`src/rtl/data_select_arbiter.sv`:
```
// Two-requester arbiter driving a shared 1-bit data output, with LAST-based tie-breaking
// and a saturating HOLD counter that forces a turnover when the other side is waiting.
module data_select_arbiter #(
  parameter int unsigned MAX_HOLD = 8
) (
  input  logic clk,
  input  logic rst_n,
  input  logic a_i,
  input  logic b_i,
  input  logic req_a_i,
  input  logic req_b_i,
  output logic gnt_a_o,
  output logic gnt_b_o,
  output logic sel_o,
  output logic q_o
);

  localparam int unsigned HW = $clog2(MAX_HOLD + 1);
  localparam logic [HW-1:0] HOLD_MAX = HW'(MAX_HOLD);
  localparam logic [HW-1:0] HOLD_ONE = HW'(1);

  typedef enum logic [1:0] {IDLE, OWN_A, OWN_B} state_t;

  state_t        state_q, state_d;
  logic          last_q, last_d;   // 0 = A served last, 1 = B served last
  logic [HW-1:0] hold_q, hold_d;
  logic          sel_q, sel_d;
  logic          q_q, q_d;
  logic          gnt_a_q, gnt_b_q;

  always_comb begin
    state_d = state_q;
    last_d  = last_q;
    hold_d  = hold_q;
    sel_d   = sel_q;
    q_d     = (state_q == IDLE) ? 1'b0 : (sel_q ? b_i : a_i);
    case (state_q)
      IDLE: begin
        if (req_a_i && req_b_i) state_d = last_q ? OWN_A : OWN_B;
        else if (req_a_i)       state_d = OWN_A;
        else if (req_b_i)       state_d = OWN_B;
      end
      OWN_A: begin
        if (!req_a_i)                           state_d = req_b_i ? OWN_B : IDLE;
        else if (req_b_i && hold_q == HOLD_MAX) state_d = OWN_B;
        else if (hold_q != HOLD_MAX)            hold_d  = hold_q + HOLD_ONE;
      end
      OWN_B: begin
        if (!req_b_i)                           state_d = req_a_i ? OWN_A : IDLE;
        else if (req_a_i && hold_q == HOLD_MAX) state_d = OWN_A;
        else if (hold_q != HOLD_MAX)            hold_d  = hold_q + HOLD_ONE;
      end
      default: state_d = IDLE;
    endcase
    // Any entry into an owner state restarts the run and moves the select with the grant.
    if (state_d != state_q && state_d != IDLE) begin
      hold_d = HOLD_ONE;
      last_d = (state_d == OWN_B);
      sel_d  = (state_d == OWN_B);
    end
  end

  always_ff @(posedge clk or negedge rst_n) begin
    if (!rst_n) begin
      state_q <= IDLE;
      last_q  <= 1'b1;
      hold_q  <= '0;
      sel_q   <= 1'b0;
      q_q     <= 1'b0;
      gnt_a_q <= 1'b0;
      gnt_b_q <= 1'b0;
    end else begin
      state_q <= state_d;
      last_q  <= last_d;
      hold_q  <= hold_d;
      sel_q   <= sel_d;
      q_q     <= q_d;
      gnt_a_q <= (state_d == OWN_A);
      gnt_b_q <= (state_d == OWN_B);
    end
  end

  assign gnt_a_o = gnt_a_q;
  assign gnt_b_o = gnt_b_q;
  assign sel_o   = sel_q;
  assign q_o     = q_q;

endmodule
```
`config.mk`:
```
export PLATFORM = sky130hd
export DESIGN_NAME = data_select_arbiter
export DESIGN_NICKNAME = d
export VERILOG_FILES = /design/src/rtl/data_select_arbiter.sv
export SDC_FILE = /design/constraint.sdc
export NUM_CORES = 1
export LEC_CHECK = 0
export CORE_ASPECT_RATIO = 1.1
export CORE_MARGIN = 5
export CORE_UTILIZATION = 37
export CTS_CLUSTER_SIZE = 28
export DETAILED_ROUTE_END_ITERATION = 16
export MAX_ROUTING_LAYER = met4
export PLACE_DENSITY = 0.66
export SYNTH_ARGS = -nofsm -noshare
export SYNTH_HDL_FRONTEND = slang
export SYNTH_SLANG_ARGS = --single-unit
```
`constraint.sdc`:
```
create_clock -name clk -period 2.18 [get_ports clk]
set_input_delay 0.436 -clock clk [delete_from_list [all_inputs] [get_ports clk]]
set_output_delay 0.436 -clock clk [all_outputs]
set_load 0.02 [all_outputs]
```
==> results of run 1 <==
==> worst min-delay path by stage <==
stage	from	endpoint	cells after the start
3_3_place_gp	last_q$_DFFE_PN1P_	last_q$_DFFE_PN1P_	1
5_1_grt	last_q$_DFFE_PN1P_	last_q$_DFFE_PN1P_	1
2_1_floorplan	rst_n	gnt_a_o$_DFF_PN0_	0
4_1_cts	rst_n	hold_q[1]$_DFFE_PN0P_	1
6_report	rst_n	hold_q[1]$_DFFE_PN0P_	1
3_5_place_dp	last_q$_DFFE_PN1P_	last_q$_DFFE_PN1P_	1
==> per-stage QoR <==
step	util (%)	power [uW]	worst slack, ns
after global placement	45.1	486	0.297
after detailed placement	45.1	491	0.281
after floorplan	-	425	0.630
final	46.7	625	0.474
after CTS	46.7	634	0.453
after global routing	46.7	677	0.420
==> layout make-up <==
cell class,count,area (um^2),area share (%)
multi-input cells,44,308,41.8
flip-flops and latches,11,277,37.5
repair buffers,9,90.1,12.2
clock buffers,4,26.3,3.57
well taps,17,21.3,2.89
inverters,4,15.0,2.04
==> synthesized netlist by cell type, types with 2 or more instances <==
master / n
a21oi_1: 7
nor2_1: 6
nand3b_1: 2
nand2_1: 6
nor2b_1: 2
mux2i_1: 2
dfrtp_1: 10
xnor2_1: 3
ha_1: 2
buf_2: 2
inv_1: 4
a21o_1: 2
==> routing by layer <==
| metal | global-route usage [%] | vias up | share of wire [%] |
|---|---|---|---|
| li1 | - | 235 | - |
| met1 | 12.5 | 211 | 48 |
| met4 | 8.07 | 0 | 3.3 |
| met2 | 15.2 | 7 | 46 |
| met3 | 2.56 | 5 | 2.2 |
| met5 | - | - | 0 |
==> worst register-to-register path: stages (launching register included) <==
cell and delay, ns:
dfrtp_1 0.42, inv_1 0.07, ha_1 0.23, nand3b_4 0.12, and3_4 0.20, a311o_1 0.35, a21o_1 0.19
==> sequential cells by signal, summed over array words and instances (netlist names) <==
| signal | cells |
|---|---|
| gnt_a_o | 1 |
| q_o | 1 |
| last_q | 1 |
| gnt_b_o | 1 |
| sel_o | 1 |
| state_q | 2 |
| hold_q | 4 |
==> cells by family (layout without fill, tap and decap cells) <==
family,Yosys count,after routing,share of synthesized area [%]
adder cells (fa/ha/maj),2,2,4.07
multiplexers,2,2,3.26
AO/OA/AOI/OAI,16,16,18.3
flip-flops,11,11,45.0
buffers and inverters,7,17,4.89
XOR/XNOR,3,3,4.28
AND/OR/NAND/NOR,21,21,20.2
==> power groups by stage <==
stage	Combinational, uW	Sequential [uW]	Clock (uW)
after floorplan	130	294	0
after global placement	192	294	0
after detailed placement	197	295	0
after CTS	198	291	146
after global routing	221	298	157
final	196	291	138
==> flow_summary.yaml, run 1 <==
cts:
  cts_max_level: 1
  cts_resized: 0
  cts-root-buf: "clkbuf_4"
  cts_made_buffers: 3
  cts_tree: "yes"
  clk_pin_slew_ns: 0.07
  cts_setup_buffers: 0
  cts_sinks: 11
  clk_path_buf_depth: 2
  hold_buffers: 0
  insertion_delay_ns: 0.27
pwr:
  p_int_uw: 418
  comb_power_share_pct: 31.3
  irDropWorstVdd_v: 0.000294
  switchingPower_uw: 207
  p_per_area_nw_per_um2: 848
  p_leak_uw: 0.000348
  seqPwrFrac_pct: 46.6
  clkPwrFrac_pct: 22.1
  p_sw_share_pct: 33.1
detailed_routing:
  wl_mm: 1.11
  postRouteAntennaNets: 0
  route.detailed.drc: 0
  vias: 458
  drt_iter0_drc: 6
  vias_per_cell: 5.15
  drt_pre_antenna_iters: 2
  wire_per_inst_um: 12.5
placement:
  dp_hpwl_um: 874
  gp_congestion: 0.849
  place_inst: 85
  io_buffers: 9
  dpl_cell_area_um2: 711
setup_path:
  worst-path-buf-inv: 1
  end_kind: "output port"
  worstReg2RegEnd: "sel_o$_DFFE_PN0P_"
  start_kind: "flop"
  critPathLaunch: "sel_o$_DFFE_PN0P_"
  worstSetupPathType: "flop to output port"
  crit_end: "sel_o"
  cpPeakStageDelay_ns: 0.62
  r2r-start: "hold_q[0]$_DFFE_PN0P_"
  crit_path_max_fanout: 3
  path_cells: "clkdlybuf4s50_1"
  cp_data_required_time_ns: 1.74
  worst_ep_arrival_time_ns: 1.27
  critPathSlowestCell: "clkdlybuf4s50_1"
  reg2reg_depth: 6
  cp.depth: 1
  crit_family: "buffers and inverters"
  r2r_slack_ns: 0.50
timing:
  rsz0062_at_grt: "no"
  hold_viol: 0
  min_period_ns: 1.71
  relSlewSlack_pct: 67.6
  final-setup-viol-count: 0
  slew_viol_final: 0
  fin_setup_tns_ns: 0
  finalCritPeriodShare_pct: 78.2
  skew_ns: 0.00176
  hold-worst-slack_ns: 0.492
  worst_pin_slew_ns: 0.485
  fmax_mhz: 586
global_routing:
  grt_overflow: 0
  grtUsageTotal_pct: 10.5
  grt_pass1_wl_mm: 1.95
  grt_max_degree: 12
  grt_pass1_vias: 433
  antenna_found_initial: 0
floorplan:
  die_h_um: 52.7
  die_w_um: 48.9
  initial_core_util_pct: 39.0
  row_count: 15
  dieArea_um2: 2580
  pin_count: 10
  coreArea_um2: 1580
finish:
  drive_above_1_share_pct: 13.9
  final_area_um2: 737
  final_cell_mix: "10 x dfrtp_1, 9 x clkdlybuf4s50_1, 7 x a21oi_1"
  area_growth_pct: 20.0
  n_antenna_cell: 0
  layout_commonest_cell: "dfrtp_1"
  fin_nets: 81
  fillers: 165
  layout.cells.non_filler: 89
synth:
  synth_top_cell_area_share_pct: 40.7
  yosysWarningCount: 0
  synth-seq-area-share_pct: 45.0
  synth.cell_area_um2: 614
  synthTopCellsByArea: "dfrtp_1 41%, a21oi_1 5.7%, dfstp_2 4.3%, xnor2_1 4.3%, ha_1 4.1%"
  synthFlopType: "dfrtp_1"
  syn-num-nets: 70
  yosys.area.top_type: "dfrtp_1"
  synth_edf_count: 0
  yosys_register_bits: 11
  synth_cell_types: 26
  synthCells: 62
  async_reset_ff_share_pct: 100
  synth.avg_cell_area_um2: 9.91
worst_hold_path:
  hold_class: "primary input to asynchronous set/reset pin"
run_status:
  outcome: "finished, final reports clean"
job:
  drv_cap: 0
Note: power is estimated with default switching activity, not from simulation.
==> run 2, diff against run 1 <==
- PLACE_DENSITY: 0.66 -> 0.68
- clock period: 2.18 -> 1.5 ns (I/O delays scaled with it)
==> flow_summary.yaml, run 2 (synthesis results as in run 1) <==
cts:
  cts-root-buf: "clkbuf_4"
  cts_tree: "yes"
  cts_max_level: 1
  cts_sinks: 11
  clk_path_buf_depth: 2
  clk_pin_slew_ns: 0.07
  cts_made_buffers: 3
  insertion_delay_ns: 0.26
timing:
  relSlewSlack_pct: 81.0
  rsz0062_at_grt: "yes"
  worst_pin_slew_ns: 0.284
  skew_ns: 0.00235
  min_period_ns: 1.48
  fmax_mhz: 674
  final-setup-viol-count: 0
  hold_viol: 0
  slew_viol_final: 0
  finalCritPeriodShare_pct: 98.9
pwr:
  p_per_area_nw_per_um2: 1180
  p_leak_uw: 0.000434
  irDropWorstVdd_v: 0.000562
  p_total_uw: 977
setup_path:
  worst-path-buf-inv: 1
  worstSetupPathType: "flop to flop"
  end_kind: "flop"
  start_kind: "flop"
  path_cells: "inv_2 -> ha_4 -> nand3b_4 -> and3_4 -> a311o_1 -> a21o_1"
  crit_path_max_fanout: 3
  worst_ep_arrival_time_ns: 1.64
  crit_family: "compound AO/OA/AOI/OAI gates"
  critPathSlowestCell: "dfrtp_1"
  cp_data_required_time_ns: 1.66
  r2r_slack_ns: 0.02
  cpPeakStageDelay_ns: 0.39
finish:
  drive_above_1_share_pct: 28.0
  area_growth_pct: 35.2
  layout.cells.non_filler: 99
  post-route-util_pct: 52.7
  top_register: "hold_q"
  fin_nets: 91
  regArea_um2: 277
  fillers: 152
  final_cell_mix: "10 x dfrtp_1, 10 x buf_4, 7 x a21oi_1"
  largestRegisters: "hold_q (4), state_q (2)"
  multiInputGateArea_um2: 320
  largest_reg_flops: 4
  n_antenna_cell: 0
global_routing:
  grt_overflow: 0
  grt_pass1_wl_mm: 2.18
  grtUsageTotal_pct: 12.1
  grt_max_degree: 11
  antenna_found_initial: 0
  grt_pass1_vias: 505
floorplan:
  die_w_um: 48.9
  pin_count: 10
  row_count: 15
  die_h_um: 52.7
  coreArea_um2: 1580
  dieArea_um2: 2580
  initial_core_util_pct: 39.0
detailed_routing:
  postRouteAntennaNets: 0
  wl_mm: 1.27
  wire_per_inst_um: 12.8
  route.detailed.drc: 0
  vias: 519
  drt_pre_antenna_iters: 4
  drt_iter0_drc: 6
  vias_per_cell: 5.24
placement:
  io_buffers: 9
  gp_congestion: 0.781
  dp_hpwl_mm: 1.02
  place_inst: 94
run_status:
  outcome: "finished, final reports clean"
worst_hold_path:
  hold_class: "primary input to asynchronous set/reset pin"
job:
  drv_cap: 0
[run 2: cell types whose count changed in the layout (fill, tap and decap cells not counted), sizes merged]
cell           previous run  this run
dlygate4sd2               0         1
dlymetal6s2s              0         3
clkdlybuf4s50             9         5
buf                       0        10
[run 2: worst paths after layout]
check	startpoint	endpoint	cells past startpoint
setup / recovery	hold_q[0]$_DFFE_PN0P_	sel_o$_DFFE_PN0P_	6
hold / removal	rst_n	gnt_a_o$_DFF_PN0_	1
setup reg to reg	hold_q[0]$_DFFE_PN0P_	sel_o$_DFFE_PN0P_	6
hold reg to reg	sel_o$_DFFE_PN0P_	sel_o$_DFFE_PN0P_	1
max in group asynchronous	rst_n	hold_q[2]$_DFFE_PN0P_	2
min in group clk	sel_o$_DFFE_PN0P_	sel_o$_DFFE_PN0P_	1
[run 2: worst reg2reg max path: stages (launching register included)]
cell	delay [ns]
dfrtp_1	0.39
inv_2	0.07
ha_4	0.15
nand3b_4	0.09
and3_4	0.16
a311o_1	0.35
a21o_1	0.17
[run 2: per-layer routing]
metal	GRT usage, %	vias to the layer above	share of wire, %
met2	20.9	8	55
met3	4.27	2	2.6
met5	-	-	0
met4	8.07	0	1.3
li1	-	253	-
met1	11.3	256	41
[run 2: cell type report]
| type | instances | share of cell area (%) |
|---|---|---|
| repair buffers | 19 | 20.6 |
| clock buffers | 4 | 3.16 |
| multi-input cells | 44 | 38.6 |
| inverters | 4 | 1.81 |
| flip-flops and latches | 11 | 33.3 |
| well taps | 17 | 2.56 |
[run 2: through the flow]
step | cell area, um^2 | hold WS, ns | setup WS [ns] | TNS [ns]
after detailed placement | 781 | 0.529 | -0.164 | -0.780
final | 831 | 0.280 | 0.0164 | 0
after floorplan | 617 | 0.00441 | 0.00687 | 0
after CTS | 816 | 0.271 | 0.000730 | 0
after global routing | 831 | 0.278 | -0.0460 | -0.0892
after global placement | 781 | 0.524 | -0.158 | -0.722
[run 2: timing repair]
action,in CTS,in global routing
buffers inserted,0,1
hold buffers,0,0
pin swaps,0,4
resized for setup,3,4
endpoints found under the setup margin,2,8
[run 2: report_power, final]
group | leakage (uW) | switching (uW) | internal [uW]
registers | 0.000136 | 51.2 | 360
logic | 0.000282 | 175 | 195
clock network | 0.0000150 | 93.0 | 103
==> run 3, diff against run 2 <==
- PLACE_DENSITY: 0.68 -> 0.69
- SETUP_SLACK_MARGIN: unset -> 0.15
==> flow_summary.yaml, run 3 (synthesis results as in run 1) <==
run_status:
  outcome: "finished, final reports clean"
floorplan:
  coreArea_um2: 1580
  pin_count: 10
  initial_core_util_pct: 39.0
  dieArea_um2: 2580
  die_h_um: 52.7
  row_count: 15
  die_w_um: 48.9
cts:
  cts_max_level: 1
  cts_tree: "yes"
  insertion_delay_ns: 0.26
  cts_sinks: 11
  cts_made_buffers: 3
  cts-root-buf: "clkbuf_4"
  hold_buffers: 0
  clk_path_buf_depth: 2
  clk_pin_slew_ns: 0.07
detailed_routing:
  wl_mm: 1.31
  postRouteAntennaNets: 0
  wire_per_inst_um: 13.1
  drt_iter0_drc: 11
  route.detailed.drc: 0
  drt_pre_antenna_iters: 4
  vias_per_cell: 5.20
  vias: 520
setup_path:
  crit_path_max_fanout: 4
  worst-path-buf-inv: 1
  cp.depth: 6
  crit_end: "sel_o$_DFFE_PN0P_"
  reg2reg_depth: 6
  cp_data_required_time_ns: 1.66
  critPathLaunch: "hold_q[0]$_DFFE_PN0P_"
  critPathSlowestCell: "dfrtp_1"
  worstReg2RegEnd: "sel_o$_DFFE_PN0P_"
  cpPeakStageDelay_ns: 0.39
  worst_ep_arrival_time_ns: 1.61
  path_cells: "inv_2 -> ha_4 -> nand3b_4 -> and3_4 -> a311o_1 -> a21o_1"
  r2r_slack_ns: 0.05
  r2r-start: "hold_q[0]$_DFFE_PN0P_"
  worstSetupPathType: "flop to flop"
  start_kind: "flop"
  end_kind: "flop"
  crit_family: "compound AO/OA/AOI/OAI gates"
finish:
  final_area_um2: 873
  top_register: "hold_q"
  final_cell_mix: "10 x buf_4, 9 x dfrtp_1, 5 x nand2_1, 5 x a21oi_1"
  largestRegisters: "hold_q (4), state_q (2)"
  drive_above_1_share_pct: 38.6
  layout_commonest_cell: "buf_4"
  area_growth_pct: 42.2
  fin_nets: 92
  largest_reg_flops: 4
  n_antenna_cell: 0
pwr:
  p_per_area_nw_per_um2: 1170
  irDropWorstVdd_v: 0.000718
  p_leak_uw: 0.000421
  p_total_uw: 1020
timing:
  finalCritPeriodShare_pct: 96.7
  hold_viol: 0
  fmax_mhz: 690
  slew_viol_final: 0
  skew_ns: 0.00221
  rsz0062_at_grt: "yes"
  hold-worst-slack_ns: 0.364
  worst_pin_slew_ns: 0.490
  final-setup-viol-count: 0
  min_period_ns: 1.45
  relSlewSlack_pct: 67.2
placement:
  dp_hpwl_um: 951
  dpl_cell_area_um2: 773
  io_buffers: 9
  gp_congestion: 0.822
job:
  drv_cap: 0
global_routing:
  antenna_found_initial: 0
  grt_pass1_wl_mm: 2.41
  grt_pass1_vias: 564
  grt_max_degree: 12
  grtUsageTotal_pct: 12.5
  grt_overflow: 0
worst_hold_path:
  hold_class: "primary input to asynchronous set/reset pin"
run 3: cell count changes in the layout (fill, tap and decap cells not counted), sizes merged:
cell | previous run | this run
buf | 10 | 11
clkdlybuf4s50 | 5 | 4
dlymetal6s2s | 3 | 1
dlygate4sd2 | 1 | 4
run 3: area by class of cell:
cell class              instances  area [um^2]
clock buffers                   4         26.3
fillers                       160          703
inverters                       4         15.0
multi-input cells              44          359
flip-flops and latches         11          278
well taps                      17         21.3
repair buffers                 20          174
run 3: how the worst min path moves through the flow:
stage,slack (ns),end,start
after floorplan,0.004,gnt_a_o$_DFF_PN0_,rst_n
after global placement,0.52,sel_o$_DFFE_PN0P_,sel_o$_DFFE_PN0P_
after detailed placement,0.53,last_q$_DFFE_PN1P_,last_q$_DFFE_PN1P_
after CTS,0.38,hold_q[3]$_DFFE_PN0P_,rst_n
after global routing,0.40,hold_q[1]$_DFFE_PN0P_,rst_n
final,0.36,hold_q[3]$_DFFE_PN0P_,rst_n
run 3: worst reg2reg max path: cells and delay by family, from the launching register on:
family	cells	cell delay [ns]
AND/OR/NAND/NOR	2	0.27
flip-flops	1	0.39
AO/OA/AOI/OAI	2	0.46
adder cells (fa/ha/maj)	1	0.14
buffers and inverters	1	0.07
run 3: what timing repair did:
item / 4_1_cts / 5_1_grt
setup endpoints to repair: 12 / 10
buffers inserted: 2 / 1
pin swaps: 7 / 10
gates resized for setup: 14 / 5
run 3: layer usage:
layer  wire length (um)  global-route usage, %  share of wire, %
met3                 41                   1.99               3.1
met5                  0                      -                 0
met4                 26                   6.73               2.0
met1                525                   12.6                40
met2                715                   23.3                55
run 3: per-stage QoR:
stage | cells | setup TNS (ns) | worst slack (ns) | utilization [%]
after floorplan | 62 | 0 | 0.0560 | -
after global placement | 93 | -0.699 | -0.161 | 49.0
after detailed placement | 93 | -0.899 | -0.217 | 49.0
after CTS | 99 | 0 | 0.0527 | 54.2
after global routing | 100 | -0.0241 | -0.0241 | 55.4
final | 100 | 0 | 0.0500 | 55.4
run 3: report_power, final:
group	leakage [uW]	internal [uW]	switching, uW
clock	0.0000150	103	94.5
sequential	0.000135	361	51.8
combinational	0.000271	216	196
total	0.000421	680	342
==> edit 1: new RTL, flow settings as in run 1 <==
Change the parameter `MAX_HOLD` from 8 to 16.
--- a/src/rtl/data_select_arbiter.sv
+++ b/src/rtl/data_select_arbiter.sv
@@ -2,5 +2,5 @@
 // and a saturating HOLD counter that forces a turnover when the other side is waiting.
 module data_select_arbiter #(
-  parameter int unsigned MAX_HOLD = 8
+  parameter int unsigned MAX_HOLD = 16
 ) (
   input  logic clk,
Formal check against the unedited RTL: not equivalent (Yosys sat finds a counterexample within 10 cycles, from zero or initial values and one cycle with rst_n low).
==> edit 1 against run 1 <==
  * Design area grew 6.6%
  * Power increased by 3.5%
  * Synthesized area increased by 5.5%
  * Wire length grew 7.7%
  * Hold slack improved by 0.030 ns
  * Critical path depth is the same
  * First-iteration DRC count grew 83%
  * Register-to-register slack better by 0.02 ns
  * Worst setup slack better by 0.0027 ns
  * Utilization grew 1.9 points
  * Via count rose by 10%
  * Sequential cell count is 1 higher
==> edit 1: results (changes against run 1) <==
| Metric | Value |
|---|---|
| Final worst slack | `0.477 ns (+0.00272 ns)` |
| Worst-case clock skew | `0.00271 ns (+0.000950 ns)` |
| Register area share after synthesis | `46.5% (+1.5 points)` |
| Worst Reg-to-Reg Cells | `7 (+1)` |
| Number of global-route vias before repair | `504 (+16%)` |
| Invs w/o clock | `6 (+2)` |
| Placed cells | `89 (+4.7%)` |
| YS warnings | `0 (unchanged)` |
| 1st-iter DRT viols | `11 (+5)` |
| Num sequential | `12 (+1)` |
| Area after DPL | `749 um^2 (+5.5%)` |
| Crit-path max FO | `3 (unchanged)` |
| Register share of the cell area | `38.4% (+0.85 points)` |
| Most frequent cells after synthesis | `11 x dfrtp_1, 9 x nor2_1, 6 x a21oi_1, 6 x inv_1, 4 x xnor2_1` |
| First-pass GRT wire length | `2200 um (+13%)` |
| Fillers | `154 (-6.7%)` |
| Nets | `85 (+4.9%)` |
| Non-clk buf share | `12.4% (+0.20 points)` |
| WL/cell | `12.9 um (+3.1%)` |
| Pre-antenna DRT Iters | `4 (+2)` |
| Total vias in the final route | `506 (+10%)` |
| Worst vdd ir | `0.496 mV (+69%)` |
| Reg2Reg Setup Slack | `0.52 ns (+0.02 ns)` |
| All-Layer GR Usage | `11.3% (+0.80 points)` |
| Top delay family on crit path | `buffers and inverters` |
| Signal buffers | `10 (+1)` |
| P&R area growth vs syn | `21.2%` |
| Synth cell types | `27 (+3.8%)` |
| Status | `complete, no violations` |
| Largest regs | `hold_q x5, state_q x2` |
| RR Endpoint | `hold_q[4]` |
| Clock network contribution to total cell area | `4.62% (+1.1 points)` |
| Initial antenna violation count | `0 (unchanged)` |
| Final worst hold slack | `0.521 ns (+0.0299 ns)` |
| Maximum number of pins on one net before global-route repair | `13 (+1)` |
| Count of non-filler cells in the finished layout | `93 (+4.5%)` |
| Largest buffer count on any clock path | `2 (unchanged)` |
| Reg-to-Reg Start | `hold_q[0]` |
| Worst Max-Slew Pin Slew | `0.556 ns (+0.0712 ns)` |
| DP Worst Slack | `0.275 ns (-0.00629 ns)` |
| Post-Syn Nets | `73 (+4.3%)` |
| Fraction of area in multi-input gates | `39.0% (-2.8 points)` |
| Post-DP HPWL | `926 um (+5.9%)` |
| Share of cells above drive strength 1 | `13.2% (-0.73 points)` |
| FFs w/ async S/R, synth | `100% (unchanged)` |
| Lkg Pwr | `0.362 nW (+4.0%)` |
| Clock slew at reported path FFs | `0.08 ns` |
| Synth top area cells | `dfrtp_1 42%, xnor2_1 5.4%, nor2_1 5.2%` |
| GP Congestion | `0.869 (+2.4%)` |
| Average size of a mapped cell | `9.97 um^2 (+0.63%)` |
edit 1: cell count changes after synthesis, sizes merged, moves of 2 or more:
| cell | delta |
|---|---|
| nor2 | +3 |
| o211a | +2 |
| nand2 | -4 |
| nor2b | -2 |
| inv | +2 |
| a21oi | -2 |
| a221oi | +2 |
edit 1: power breakdown:
| part | internal (mW) | switching [mW] |
|---|---|---|
| clock network | 0.101 | 0.0742 |
| logic | 0.0883 | 0.0835 |
| registers | 0.262 | 0.0379 |
edit 1: layer usage:
metal	vias up	share of wire (%)	GRT usage, %
met5	-	0	-
met4	0	2.4	6.55
met3	4	3.9	2.49
met2	9	50	19.1
met1	244	44	12.3
li1	249	-	-
edit 1: cell families after synthesis:
kind of cell | synth area share, %
AO/OA/AOI/OAI | 20.3
AND/OR/NAND/NOR | 14.7
flip-flops | 46.5
buffers and inverters | 6.18
XOR/XNOR | 5.40
multiplexers | 3.09
adder cells (fa/ha/maj) | 3.86
==> edit 2: new RTL, config.mk and constraints of run 1 <==
Without the edit above. Re-encode `state_t` (3 states) as one-hot, 3 bits wide.
--- a/src/rtl/data_select_arbiter.sv
+++ b/src/rtl/data_select_arbiter.sv
@@ -20,5 +20,5 @@
   localparam logic [HW-1:0] HOLD_ONE = HW'(1);
 
-  typedef enum logic [1:0] {IDLE, OWN_A, OWN_B} state_t;
+  typedef enum logic [2:0] {IDLE = 3'b001, OWN_A = 3'b010, OWN_B = 3'b100} state_t;
 
   state_t        state_q, state_d;
Formal check against the unedited RTL: same outputs for any inputs over 10 cycles, from zero or initial values and one cycle with rst_n low; not proved beyond that.
==> edit 2 against run 1 <==
  * Synthesized area up 15%
  * Count of clock-buffer cells in the layout stayed put
  * Wire length rose by 20%
  * Design area up 13%
  * Critical path type unchanged
  * Register-to-register slack worse by 0.02 ns
  * Fmax shrank 0.44%
  * Largest cell class unchanged
  * Cell count is 6.7% higher
  * Critical path depth did not move
  * Worst setup slack worse by 0.0075 ns
  * Sequential cell count grew 1
Power is not compared: it rests on default switching activity, and its combinational part moved more than twofold at a synthesized area within 25%.
==> edit 2: results (changes against run 1) <==
| Metric | Value |
|---|---|
| RR Endpoint | `hold_q[0]` |
| First-pass GRT wire length | `2360 um (+21%)` |
| Synth top area cells | `dfrtp_1 35%, dfstp_2 7.4%, a21o_1 5.3%` |
| Maximum number of pins on one net before global-route repair | `13 (+1)` |
| Total vias in the final route | `512 (+12%)` |
| Most frequent cells after synthesis | `10 x dfrtp_1, 8 x nor2_1, 5 x a21o_1` |
| Area after DPL | `805 um^2 (+13%)` |
| Rel. slew slack | `62.6% (-5.0 points)` |
| Post-CTS setup buffer count | `0 (unchanged)` |
| DR WL met3 | `34 um (+42%)` |
| Status | `complete, no violations` |
| All-Layer GR Usage | `11.3% (+0.81 points)` |
| Met1 Routed Length | `656 um (+23%)` |
| Fillers | `167 (+1.2%)` |
| Average size of a mapped cell | `10.7 um^2 (+8.3%)` |
| Register area share after synthesis | `42.8% (-2.3 points)` |
| GP Congestion | `0.742 (-13%)` |
| Placed cells | `91 (+7.1%)` |
| Count of non-filler cells in the finished layout | `95 (+6.7%)` |
| DRT Wirelength | `1340 um (+20%)` |
| 1st-iter DRT viols | `4 (-2)` |
| Largest regs | `hold_q x4, state_q x3` |
| Final worst hold slack | `0.515 ns (+0.0233 ns)` |
| Post-Syn Nets | `74 (+5.7%)` |
| Share of cells above drive strength 1 | `15.6% (+1.7 points)` |
| Pre-antenna DRT Iters | `4 (+2)` |
| Synth cell types | `32 (+23%)` |
| Worst-case clock skew | `0.00782 ns (+0.00606 ns)` |
| DP Worst Slack | `0.276 ns (-0.00522 ns)` |
-- edit 2: cell count changes after synthesis, sizes merged, moves of 2 or more --
cell     delta
nand2       -3
nor2        +2
nand2b      +2
o2111ai     +2
and4bb      +2
a21o        +3
xnor2       -2
a21oi       -7
-- edit 2: area by class of cell --
type	count	area, um^2	share of cell area (%)
Multi-Input combinational cell	48	374	45.0
Sequential cell	12	303	36.4
Timing Repair Buffer	9	90.1	10.8
Clock buffer	4	26.3	3.16
Tap cell	18	22.5	2.71
Inverter	4	15.0	1.81
-- edit 2: report_power, final --
| group | internal, mW | switching, mW |
|---|---|---|
| clock network | 0.0709 | 0.0749 |
| registers | 0.325 | 0.105 |
| logic | 0.245 | 0.235 |
-- edit 2: metal layers --
metal,vias to the layer above,global-route usage (%)
met5,-,-
met4,0,10.1
met3,5,1.88
met2,13,16.0
met1,239,13.4
li1,255,-
-- edit 2: kinds of logic (layout without fill, tap and decap cells) --
group / Yosys count / in the layout / share of synthesized area [%]
AOI/OAI and AO/OA: 16 / 16 / 19.3
adders and majority gates: 2 / 2 / 3.53
buffers and inverters: 6 / 17 / 4.42
and+or+nand+nor: 25 / 25 / 23.3
DFF: 12 / 12 / 42.8
xor gates and xnor gates: 2 / 2 / 2.47
muxes: 3 / 3 / 4.24
-- edit 2: worst max-delay path by stage --
stage | endpoint | depth (start not counted) | slack (ns)
floorplan | gnt_a_o | 6 | 0.69
finish | sel_o | 1 | 0.47
CTS | sel_o | 1 | 0.45
global route | hold_q[0] | 6 | 0.31
global placement | hold_q[0] | 5 | 0.29
detailed placement | hold_q[0] | 5 | 0.28
